===== config.mk =====
export PLATFORM = sky130hd
export DESIGN_NAME = fifo_rd_stream
export DESIGN_NICKNAME = d
export VERILOG_FILES = /design/src/rtl/fifo_pkg.sv /design/src/rtl/fifo_rd_stream_skid_buf.sv /design/src/rtl/fifo_rd_stream.sv
export SDC_FILE = /design/constraint.sdc
export NUM_CORES = 1
export LEC_CHECK = 0
export CAP_MARGIN = 20
export CORE_MARGIN = 2
export CORE_UTILIZATION = 30
export CTS_CLUSTER_SIZE = 30
export DETAILED_ROUTE_END_ITERATION = 10
export PLACE_DENSITY = 0.49
export SLEW_MARGIN = 30
export SYNTH_ARGS = -nofsm -noshare
export SYNTH_HDL_FRONTEND = slang
export SYNTH_HIERARCHICAL = 1
export SYNTH_SLANG_ARGS = --single-unit
export TNS_END_PERCENT = 100

===== constraint.sdc =====
create_clock -name clock -period 1.7 [get_ports clock]
set_input_delay 0.425 -clock clock [delete_from_list [all_inputs] [get_ports clock]]
set_output_delay 0.425 -clock clock [all_outputs]
set_load 0.02 [all_outputs]

===== src/rtl/fifo_pkg.sv =====
// Shared constants, buffer-operation encoding and pointer helpers for the FIFO
// read-side logic.
package fifo_pkg;

  localparam int unsigned FIFO_WIDTH    = 8;
  localparam int unsigned BUF_DEPTH_MIN = 3;

  typedef enum logic [1:0] {
    BUF_IDLE = 2'b00,
    BUF_POP  = 2'b01,
    BUF_PUSH = 2'b10,
    BUF_BOTH = 2'b11
  } buf_op_e;

  function automatic int unsigned occ_width(input int unsigned n);
    return $clog2(n + 1);
  endfunction

  function automatic int unsigned ptr_inc_wrap(input int unsigned ptr,
                                               input int unsigned depth);
    return (ptr + 1 >= depth) ? 0 : ptr + 1;
  endfunction

endpackage


===== src/rtl/fifo_rd_stream_skid_buf.sv =====
// Small circular prefetch buffer: push at tail, pop at head, registered
// occupancy and valid flag so the stream outputs come straight from flops.
module skid_buf
  import fifo_pkg::*;
#(
  parameter int unsigned WIDTH = FIFO_WIDTH,
  parameter int unsigned DEPTH = BUF_DEPTH_MIN,
  parameter int unsigned OCC_W = occ_width(DEPTH)
) (
  input  logic             clk_i,
  input  logic             rst_i,
  input  logic             push_i,
  input  logic [WIDTH-1:0] push_data_i,
  input  logic             pop_i,
  output logic [WIDTH-1:0] head_o,
  output logic             valid_o,
  output logic [OCC_W-1:0] occ_o
);

  localparam int unsigned PTR_W = (DEPTH > 1) ? $clog2(DEPTH) : 1;

  logic [WIDTH-1:0] mem_q [DEPTH];
  logic [PTR_W-1:0] head_q, head_d;
  logic [PTR_W-1:0] tail_q, tail_d;
  logic [OCC_W-1:0] occ_q, occ_d;
  logic             valid_q, valid_d;
  buf_op_e          op;

  // A pop is only honoured while something is held, so a stray ready is inert.
  always_comb begin
    op = buf_op_e'({push_i, pop_i && valid_q});
  end

  always_comb begin
    head_d = head_q;
    tail_d = tail_q;
    occ_d  = occ_q;
    case (op)
      BUF_PUSH: begin
        tail_d = PTR_W'(ptr_inc_wrap(32'(tail_q), DEPTH));
        occ_d  = occ_q + OCC_W'(1);
      end
      BUF_POP: begin
        head_d = PTR_W'(ptr_inc_wrap(32'(head_q), DEPTH));
        occ_d  = occ_q - OCC_W'(1);
      end
      BUF_BOTH: begin
        tail_d = PTR_W'(ptr_inc_wrap(32'(tail_q), DEPTH));
        head_d = PTR_W'(ptr_inc_wrap(32'(head_q), DEPTH));
      end
      default: ;
    endcase
    valid_d = (occ_d != '0);
  end

  always_ff @(posedge clk_i) begin
    if (rst_i) begin
      head_q  <= '0;
      tail_q  <= '0;
      occ_q   <= '0;
      valid_q <= 1'b0;
      for (int unsigned i = 0; i < DEPTH; i++) begin
        mem_q[PTR_W'(i)] <= '0;
      end
    end else begin
      head_q  <= head_d;
      tail_q  <= tail_d;
      occ_q   <= occ_d;
      valid_q <= valid_d;
      if (push_i) begin
        mem_q[tail_q] <= push_data_i;
      end
    end
  end

  assign head_o  = mem_q[head_q];
  assign valid_o = valid_q;
  assign occ_o   = occ_q;

endmodule


===== src/rtl/fifo_rd_stream.sv =====
// FIFO read port to valid/ready stream adapter; prefetches ahead of the
// one-cycle read latency so a ready consumer gets one word per clock.
module fifo_rd_stream
  import fifo_pkg::*;
#(
  parameter int unsigned WIDTH     = FIFO_WIDTH,
  parameter int unsigned BUF_DEPTH = BUF_DEPTH_MIN,
  parameter int unsigned OCC_W     = occ_width(BUF_DEPTH)
) (
  input  logic             clock,
  input  logic             reset,
  output logic             fifo_rd,
  input  logic [WIDTH-1:0] fifo_dout,
  input  logic             fifo_empty,
  output logic             m_valid,
  output logic [WIDTH-1:0] m_data,
  input  logic             m_ready,
  output logic [OCC_W-1:0] occupancy
);

  logic inflight_q, inflight_d;
  logic pop;

  // Counting the in-flight word as already held keeps the buffer from ever
  // overflowing without looking at m_ready.
  always_comb begin
    fifo_rd    = !reset && !fifo_empty &&
                 ((32'(occupancy) + 32'(inflight_q)) < BUF_DEPTH);
    inflight_d = fifo_rd;
  end

  always_ff @(posedge clock) begin
    if (reset) begin
      inflight_q <= 1'b0;
    end else begin
      inflight_q <= inflight_d;
    end
  end

  assign pop = m_valid && m_ready;

  skid_buf #(
    .WIDTH (WIDTH),
    .DEPTH (BUF_DEPTH),
    .OCC_W (OCC_W)
  ) u_buf (
    .clk_i       (clock),
    .rst_i       (reset),
    .push_i      (inflight_q),
    .push_data_i (fifo_dout),
    .pop_i       (pop),
    .head_o      (m_data),
    .valid_o     (m_valid),
    .occ_o       (occupancy)
  );

endmodule


# After elaboration in Yosys (flattened, before gate mapping)
# Memory sizes are Yosys's and may differ from the RTL's. A register that Yosys moved wholly into a read port is not among the register bits.
# Cells that the tools add are included.
# totals
in_bits	12
ramBits	24
word_cells	40
mem_count	1
reg_bits	8
output_inout_bits	12
# mem_list
name	words	word_bits	read_ports	rd_clocked_by_memory_dff	wr	line_no	text
u_buf.mem_q	3	8	1	1	3	fifo_rd_stream_skid_buf.sv:22	logic [WIDTH-1:0] mem_q [DEPTH];
# op_classes
n_mux	13
reduce_logical	10
n_lt_le_gt_ge	3
add_sub_neg	5
n_eq_ne	3
# ops
operator	count
$mux 2	5
$mux 8	1
$reduce_or 8->1	1
$add 2x1->3 const B	2
$ge 3x2->1 const B	2
$mux 1	6
$eq 2x2->1 const B	2
$logic_and 1x1->1	4
$pmux 2 s2	1
$reduce_or 2->1	2
$add 2x1->3	1
$lt 3x2->1 const B	1
$add 2x1->2 const B	1
$eq 2x1->1 const B	1
$logic_not 1->1	2
$reduce_bool 2->1	1
$sub 2x1->2 const B	1

# Depth between registers and ports, before layout
# Gate-level depths: netlist of run 1.
# depth
word_depth	6
ltp_mapped	7
ltp_nobuf	7

# By module
# The synthesis of run 1 kept the hierarchy.
# by_module_without_submodules
module	seq_area_each_um2	cells_each	n_inst	area_each_um2
skid_buf	1141.1	128	1	1715.4
fifo_rd_stream	20.0	6	1	76.3

# Least setup slack after synthesis of run 1
# Ideal clock, no wire load.
# synth_timing
path_kind	register to output
start	register u_buf.occ_q[0], in the netlist u_buf/occ_o[0]
end	output fifo_rd
setup_slack_ns	-0.496
t_required_ns	1.275
path_stages_with_launch	4
path_buffers	0
t_arrival_ns	1.771
path_cell_list	dfxtp_1 > ha_1 > ha_1 > a2111oi_1
# synth_between
elab_chain_len	3
# synth_rtl
item	line_no	text
start, declared	fifo_rd_stream_skid_buf.sv:25	logic [OCC_W-1:0] occ_q, occ_d;
start signal, assigned	fifo_rd_stream_skid_buf.sv:60	occ_q <= '0;
start signal, assigned	fifo_rd_stream_skid_buf.sv:68	occ_q <= occ_d;
$add 2x1->3	fifo_rd_stream.sv:28	((32'(occupancy) + 32'(inflight_q)) < BUF_DEPTH);
$lt 3x2->1	fifo_rd_stream.sv:28	
$logic_and 1x1->1	fifo_rd_stream.sv:27	fifo_rd = !reset && !fifo_empty &&
end, declared	fifo_rd_stream.sv:12	output logic fifo_rd,
# No other way between the ends.

# Worst setup path after layout of run 1
# Ends and elaborated chain as after synthesis.

==> results of run 1 <==
## stage by stage
step	TNS, ns	cell area [µm²]	power [µW]
floorplan	0	1830	1330
global placement	-10.28	2340	1480
detailed placement	-11.29	2340	1490
CTS	-1.75	2480	2250
global route	-1.94	2510	2320
finish	-1.54	2510	2230
## metal layers
metal / vias to the layer above / routed length (µm)
met5: - / 0
met2: 31 / 1900
met4: 0 / 32
li1: 570 / -
met3: 5 / 189
met1: 550 / 1510
## final cells by class
cell class	count	area, µm²	share of cell area
well taps	75	93.8	0.0374
repair buffers	43	453	0.181
multi-input cells	82	673	0.269
clock inverters	1	30.0	0.0120
inverters	3	11.3	0.00449
flip-flops and latches	42	1170	0.466
clock buffers	7	76.3	0.0305
## how the worst max path moves through the flow
stage	startpoint	endpoint	cells past startpoint
2_1_floorplan	u_buf/occ_o[0]	fifo_rd	3
5_1_grt	u_buf/occ_o[0]	fifo_rd	4
4_1_cts	u_buf/occ_o[0]	fifo_rd	4
6_report	u_buf/occ_o[0]	fifo_rd	4
3_5_place_dp	fifo_empty	fifo_rd	3
3_3_place_gp	fifo_empty	fifo_rd	3
## power by group through the flow
stage | clock network (µW) | logic (µW) | registers, µW
2_1_floorplan | 0 | 137 | 1190
3_3_place_gp | 0 | 297 | 1180
3_5_place_dp | 0 | 303 | 1190
4_1_cts | 774 | 314 | 1170
5_1_grt | 814 | 333 | 1170
6_report | 755 | 309 | 1170
## flip-flops by register name, summed over array words and instances (netlist names), named ones only
name           cells
u_buf/tail_q       2
inflight_q         1
u_buf/valid_o      1
u_buf/occ_o        2
u_buf/head_q       2
u_buf/mem_q       32
## layout by cell type, fill, tap and decap left out, types with 3 or more instances in the layout
cell type	synthesis	final
buf_6	0	8
edfxtp_1	32	32
nor2_1	27	26
dfxtp_2	0	3
buf_4	0	16
clkbuf_8	0	5
a21oi_1	5	4
clkdlybuf4s50_1	0	10
o21ai_0	3	3
ha_4	0	4
nand2_1	13	12
dfxtp_1	10	6
nor2b_1	4	4
mux4_2	8	8
buf_12	0	5
## critical path: cells and delay by family (launching register included)
kind                       cells  cell delay [ns]
AOI/OAI and AO/OA              1             0.27
buffers and inverters          1             0.19
DFF                            1             0.36
adders and majority gates      2             0.38
## kinds of logic after synthesis
group	Yosys count	synth area share
simple gates	53	0.130
flops	42	0.648
compound gates	14	0.0538
buf+inv	10	0.0230
mux	8	0.101
fa+ha+maj	5	0.0349
xor+xnor	2	0.00978
## timing repair
action	in CTS	in global routing
pin swaps	1	3
endpoints found under the setup margin	16	15
resized for setup	61	8
==> results.cfg, run 1 <==
[power]
p_comb_frac = 0.139
switching_share = 0.216
p_seq_frac = 0.523
clkPwrFrac = 0.339
power.switching_uw = 482
peakVddDrop_mv = 0.381
powerDensity_mw_per_mm2 = 890
leakagePower_uw = 0.000939
power.internal_uw = 1750

[timing]
worstMarginPinSlew_ns = 0.396
holdWs_ns = 0.488
slew_violations = 0
fmax_mhz = 526
min_period_ns = 1.90
finalHoldViolations = 0
skew_ns = 0.00337
slew_headroom = 0.736
rsz0062_at_grt = yes
setup_ws_ns = -0.201
setup_viol = 9
finalCritPeriodShare = 1.12

[global_routing]
antenna_found_initial = 0
gr-usage-all-layers = 0.118
first_global_vias = 1168
grt_pass1_wl_um = 5600
grt_start_max_net_pins = 13
use_met3 = 0.0344
busiest_layer = met2
use_met2 = 0.209
gr-total-overflow = 0
use_met1 = 0.137

[outcome]
status = finished with violations
violations = setup timing

[clock_network]
cts.reportedPaths.clkPinSlew_ns = 0.08
cts_tree = built
cts_root_buffer = clkbuf_8
htree_num_levels = 2
clock_sinks = 42
ctsHoldBuffers = 0
clk_latency_ns = 0.28
cts_buffers = 5
post-cts-setup-buffer-count = 0
clk_path_buf_depth = 2

[place]
pre_cts_slack_ns = -0.543
port_buffers = 23
hpwl_um = 2510
placed_cells = 245
gp_congestion = 0.691

[route]
firstDrtPassIters = 4
vias = 1156
drt_iter0_drc = 44
drt-total-wl_um = 3630
drc_errors = 0
wl_per_cell_um = 14.3
drt-vias-per-instance = 4.57
ant_nets = 0

[logic_synthesis]
yosysTopAreaCell = edfxtp_1
ys_seq_area_frac = 0.648
syn_inst = 134
ys_types = 26
synth-warning-count = 6
synth-async-reset-ratio = 0
ys_ff_latch = 42
synth_edf_count = 32
synthTopCellsByArea = edfxtp_1 (54%), dfxtp_1 (11%), mux4_2 (10%)
synth_most_common_cell = edfxtp_1
synth_commonest_cells = edfxtp_1 (32), nor2_1 (27), nand2_1 (13)
synth_area_mm2 = 0.00179
syn_area_per_cell_um2 = 13.4
syn_nets = 151
netlist.area_leader.share = 0.536
synthFlopType = edfxtp_1

[run]
maxCapViolCount = 0

[critical_path]
worstPathCellList = ha_4 > ha_4 > a2111oi_4 > buf_4
reg2reg_slack_ns = 0.22
r2r_start = u_buf/valid_o
worstSetupStartpointType = flop
cp.required_ns = 1.27
rr_worst_depth = 7
cp_slowest_stage_delay_ns = 0.36
cp-end-kind = output port
crit_type = flop to output port
path_max_fanout = 2
crit_top_cell = ha_4
slowest_stage = dfxtp_4
crit_arrival_ns = 1.48

[worst_hold_path]
hp-class = flop to flop
min_path_cells = 2
min_from = u_buf/head_q[0]

[floorplan]
die-height_um = 81.3
core_area_mm2 = 0.00585
pin_count = 24
start_util = 0.306
dieArea_mm2 = 0.00661
rows = 28
die_x_um = 81.3

[cells_and_area]
nFillCells = 528
utilization = 0.428
drive_above_1_share = 0.331
nNetsFinal = 194
area_delta_synth_final_pct = 39.9
antenna_cells = 0
fin_cells = 253
(Power assumes the default switching activity.)
==> run 2: changes to the inputs <==
--- a/config.mk
+++ b/config.mk
@@ -14,6 +14,5 @@
 export SLEW_MARGIN = 30
 export SYNTH_ARGS = -nofsm -noshare
 export SYNTH_HDL_FRONTEND = slang
-export SYNTH_HIERARCHICAL = 1
 export SYNTH_SLANG_ARGS = --single-unit
 export TNS_END_PERCENT = 100
==> run 2 against run 1 <==
Compared with the run above: the flow still finishes with violations (setup timing); cell count is 1.2% lower; synthesized cell count shrank 0.75%; first-iteration DRC count is 4.5% lower; clock power shrank 20%; combinational power up 41%; total power fell by 0.17%; die area shrank 0.66%; worst hold slack lost 0.0013 ns; global-route usage is 0.76 points higher; utilization down 1.5 points; non-clock buffer count down 2.
==> results.cfg, run 2 <==
[power]
powerDensity_mw_per_mm2 = 926
peakVddDrop_mv = 0.371
leakagePower_uw = 0.000888
power_uw = 2230

[run]
maxCapViolCount = 0

[critical_path]
worstSetupStartpointType = flop
r2r_start = inflight_q
worstPathCellList = ha_4 > ha_4 > a2111oi_4 > buf_4
cp-end-kind = output port
startpoint = u_buf.occ_o[0]
cp_slowest_stage_delay_ns = 0.34
crit_type = flop to output port
cp.required_ns = 1.27
crit_arrival_ns = 1.46
slowest_stage = dfxtp_2
path_max_fanout = 2
crit_top_cell = ha_4

[timing]
slew_headroom = 0.753
tns_ns = -1.37
worstMarginPinSlew_ns = 0.371
finalHoldViolations = 0
skew_ns = 0.00451
setup_ws_ns = -0.181
rsz0062_at_grt = yes
fmax_mhz = 531
setup_viol = 9
min_period_ns = 1.88
finalCritPeriodShare = 1.11
slew_violations = 0

[logic_synthesis]
syn_area_per_cell_um2 = 13.4
syn_inst = 133
synth_edf_count = 32
ys_types = 25
synth-warning-count = 0
synth_commonest_cells = edfxtp_1 (32), nor2_1 (27), nand2_1 (12)
synth_area_mm2 = 0.00178
syn_nets = 150
netlist.area_leader.share = 0.540
synth_most_common_cell = edfxtp_1
synthFlopType = edfxtp_1
synth-async-reset-ratio = 0
ys_ff_latch = 42
ys_seq_area_frac = 0.653
synthTopCellsByArea = edfxtp_1 (54%), dfxtp_1 (11%), mux4_2 (10%)
yosysTopAreaCell = edfxtp_1

[cells_and_area]
layout.cells.most_common = edfxtp_1
multi_input_area_um2 = 643
area_delta_synth_final_pct = 35.2
antenna_cells = 0
drive_above_1_share = 0.297
largest-register = u_buf.mem_q
fin_cells = 250
regArea_mm2 = 0.00116
largest_register_ffs = 32
nFillCells = 568
layout_common_cells = edfxtp_1 (32), nor2_1 (27), buf_4 (16), nand2_1 (12), clkdlybuf4s50_1 (11)
stdcell_area_mm2 = 0.00240
utilization = 0.414
nNetsFinal = 191

[clock_network]
cts_tree = built
cts_buffers = 5
clock_sinks = 42
clk_latency_ns = 0.29
clk_path_buf_depth = 2
htree_num_levels = 2
cts.reportedPaths.clkPinSlew_ns = 0.07
cts_root_buffer = clkbuf_8

[place]
hpwl_um = 2630
placed_cell_area_mm2 = 0.00228
placed_cells = 242
gp_congestion = 0.707
port_buffers = 23

[route]
ant_nets = 0
vias = 1171
drt_iter0_drc = 42
drt-vias-per-instance = 4.68
firstDrtPassIters = 4
drt-total-wl_um = 3690
drc_errors = 0
wl_per_cell_um = 14.8

[floorplan]
rows = 28
pin_count = 24
dieArea_mm2 = 0.00656
die-height_um = 81.0
die_x_um = 81.0
core_area_mm2 = 0.00582
start_util = 0.306

[global_routing]
grt_pass1_wl_um = 5970
first_global_vias = 1268
gr-total-overflow = 0
grt_start_max_net_pins = 13
antenna_found_initial = 0
gr-usage-all-layers = 0.126

[worst_hold_path]
min_from = u_buf.head_q[0]
hp-class = flop to flop

[outcome]
status = finished with violations
violations = setup timing
## run 2: cell types whose count changed after synthesis
cell | previous run | this run
a2111oi_0 | 0 | 2
a2111oi_1 | 1 | 0
a2111oi_2 | 1 | 0
buf_2 | 3 | 2
clkbuf_1 | 4 | 5
nand2_1 | 13 | 12
## run 2: area by class of cell
| class | instances | area share |
|---|---|---|
| sequential | 42 | 0.484 |
| clock inverter | 2 | 0.00364 |
| timing repair buffer | 41 | 0.171 |
| clock buffer | 6 | 0.0302 |
| tap | 75 | 0.0390 |
| multi-input combinational | 81 | 0.267 |
| inverter | 3 | 0.00468 |
## run 2: stage by stage
stage / setup slack, ns / hold slack [ns]
3_3_place_gp: -0.526 / 0.466
4_1_cts: -0.200 / 0.485
2_1_floorplan: 0.0368 / 0.454
5_1_grt: -0.246 / 0.521
3_5_place_dp: -0.522 / 0.477
6_report: -0.181 / 0.486
## run 2: routing by layer
layer	share of wire	track usage	wire, µm
met3	0.047	0.0378	175
met4	0.017	0.0508	61
met2	0.53	0.235	1950
met1	0.41	0.130	1500
met5	0	0	0
## run 2: timing repair
item,in CTS,in global routing
resized for setup,59,5
endpoints found under the setup margin,11,16
pin swaps,0,1
hold endpoints to repair,0,0
hold buffers,0,0
setup buffers,0,0
## run 2: critical path, delay by kind of cell (launching register included)
family | cells | cell delay (ns)
flops | 1 | 0.34
fa+ha+maj | 2 | 0.38
buf+inv | 1 | 0.19
compound gates | 1 | 0.27
## run 2: logic make-up (layout without fill, tap and decap cells)
| family | Yosys count | count (layout) | share of synthesized area |
|---|---|---|---|
| mux | 8 | 8 | 0.101 |
| xor+xnor | 2 | 2 | 0.00985 |
| simple gates | 52 | 52 | 0.129 |
| compound gates | 14 | 14 | 0.0499 |
| buf+inv | 10 | 52 | 0.0225 |
| flops | 42 | 42 | 0.653 |
| fa+ha+maj | 5 | 5 | 0.0352 |
## run 2: path summary, 6_finish.rpt
check	slack, ns	endpoint	depth (start not counted)
worst max register to register	0.28	flop	6
worst min register to register	0.49	flop	2
worst max-delay path	-0.18	fifo_rd	4
worst min-delay path	0.49	flop	2
## run 2: power by group
group	internal [µW]	switching, µW	leakage (µW)
Clock	282	320	0.0000426
Sequential	1160	26.0	0.000405
Combinational	229	208	0.000440
Total	1670	554	0.000888
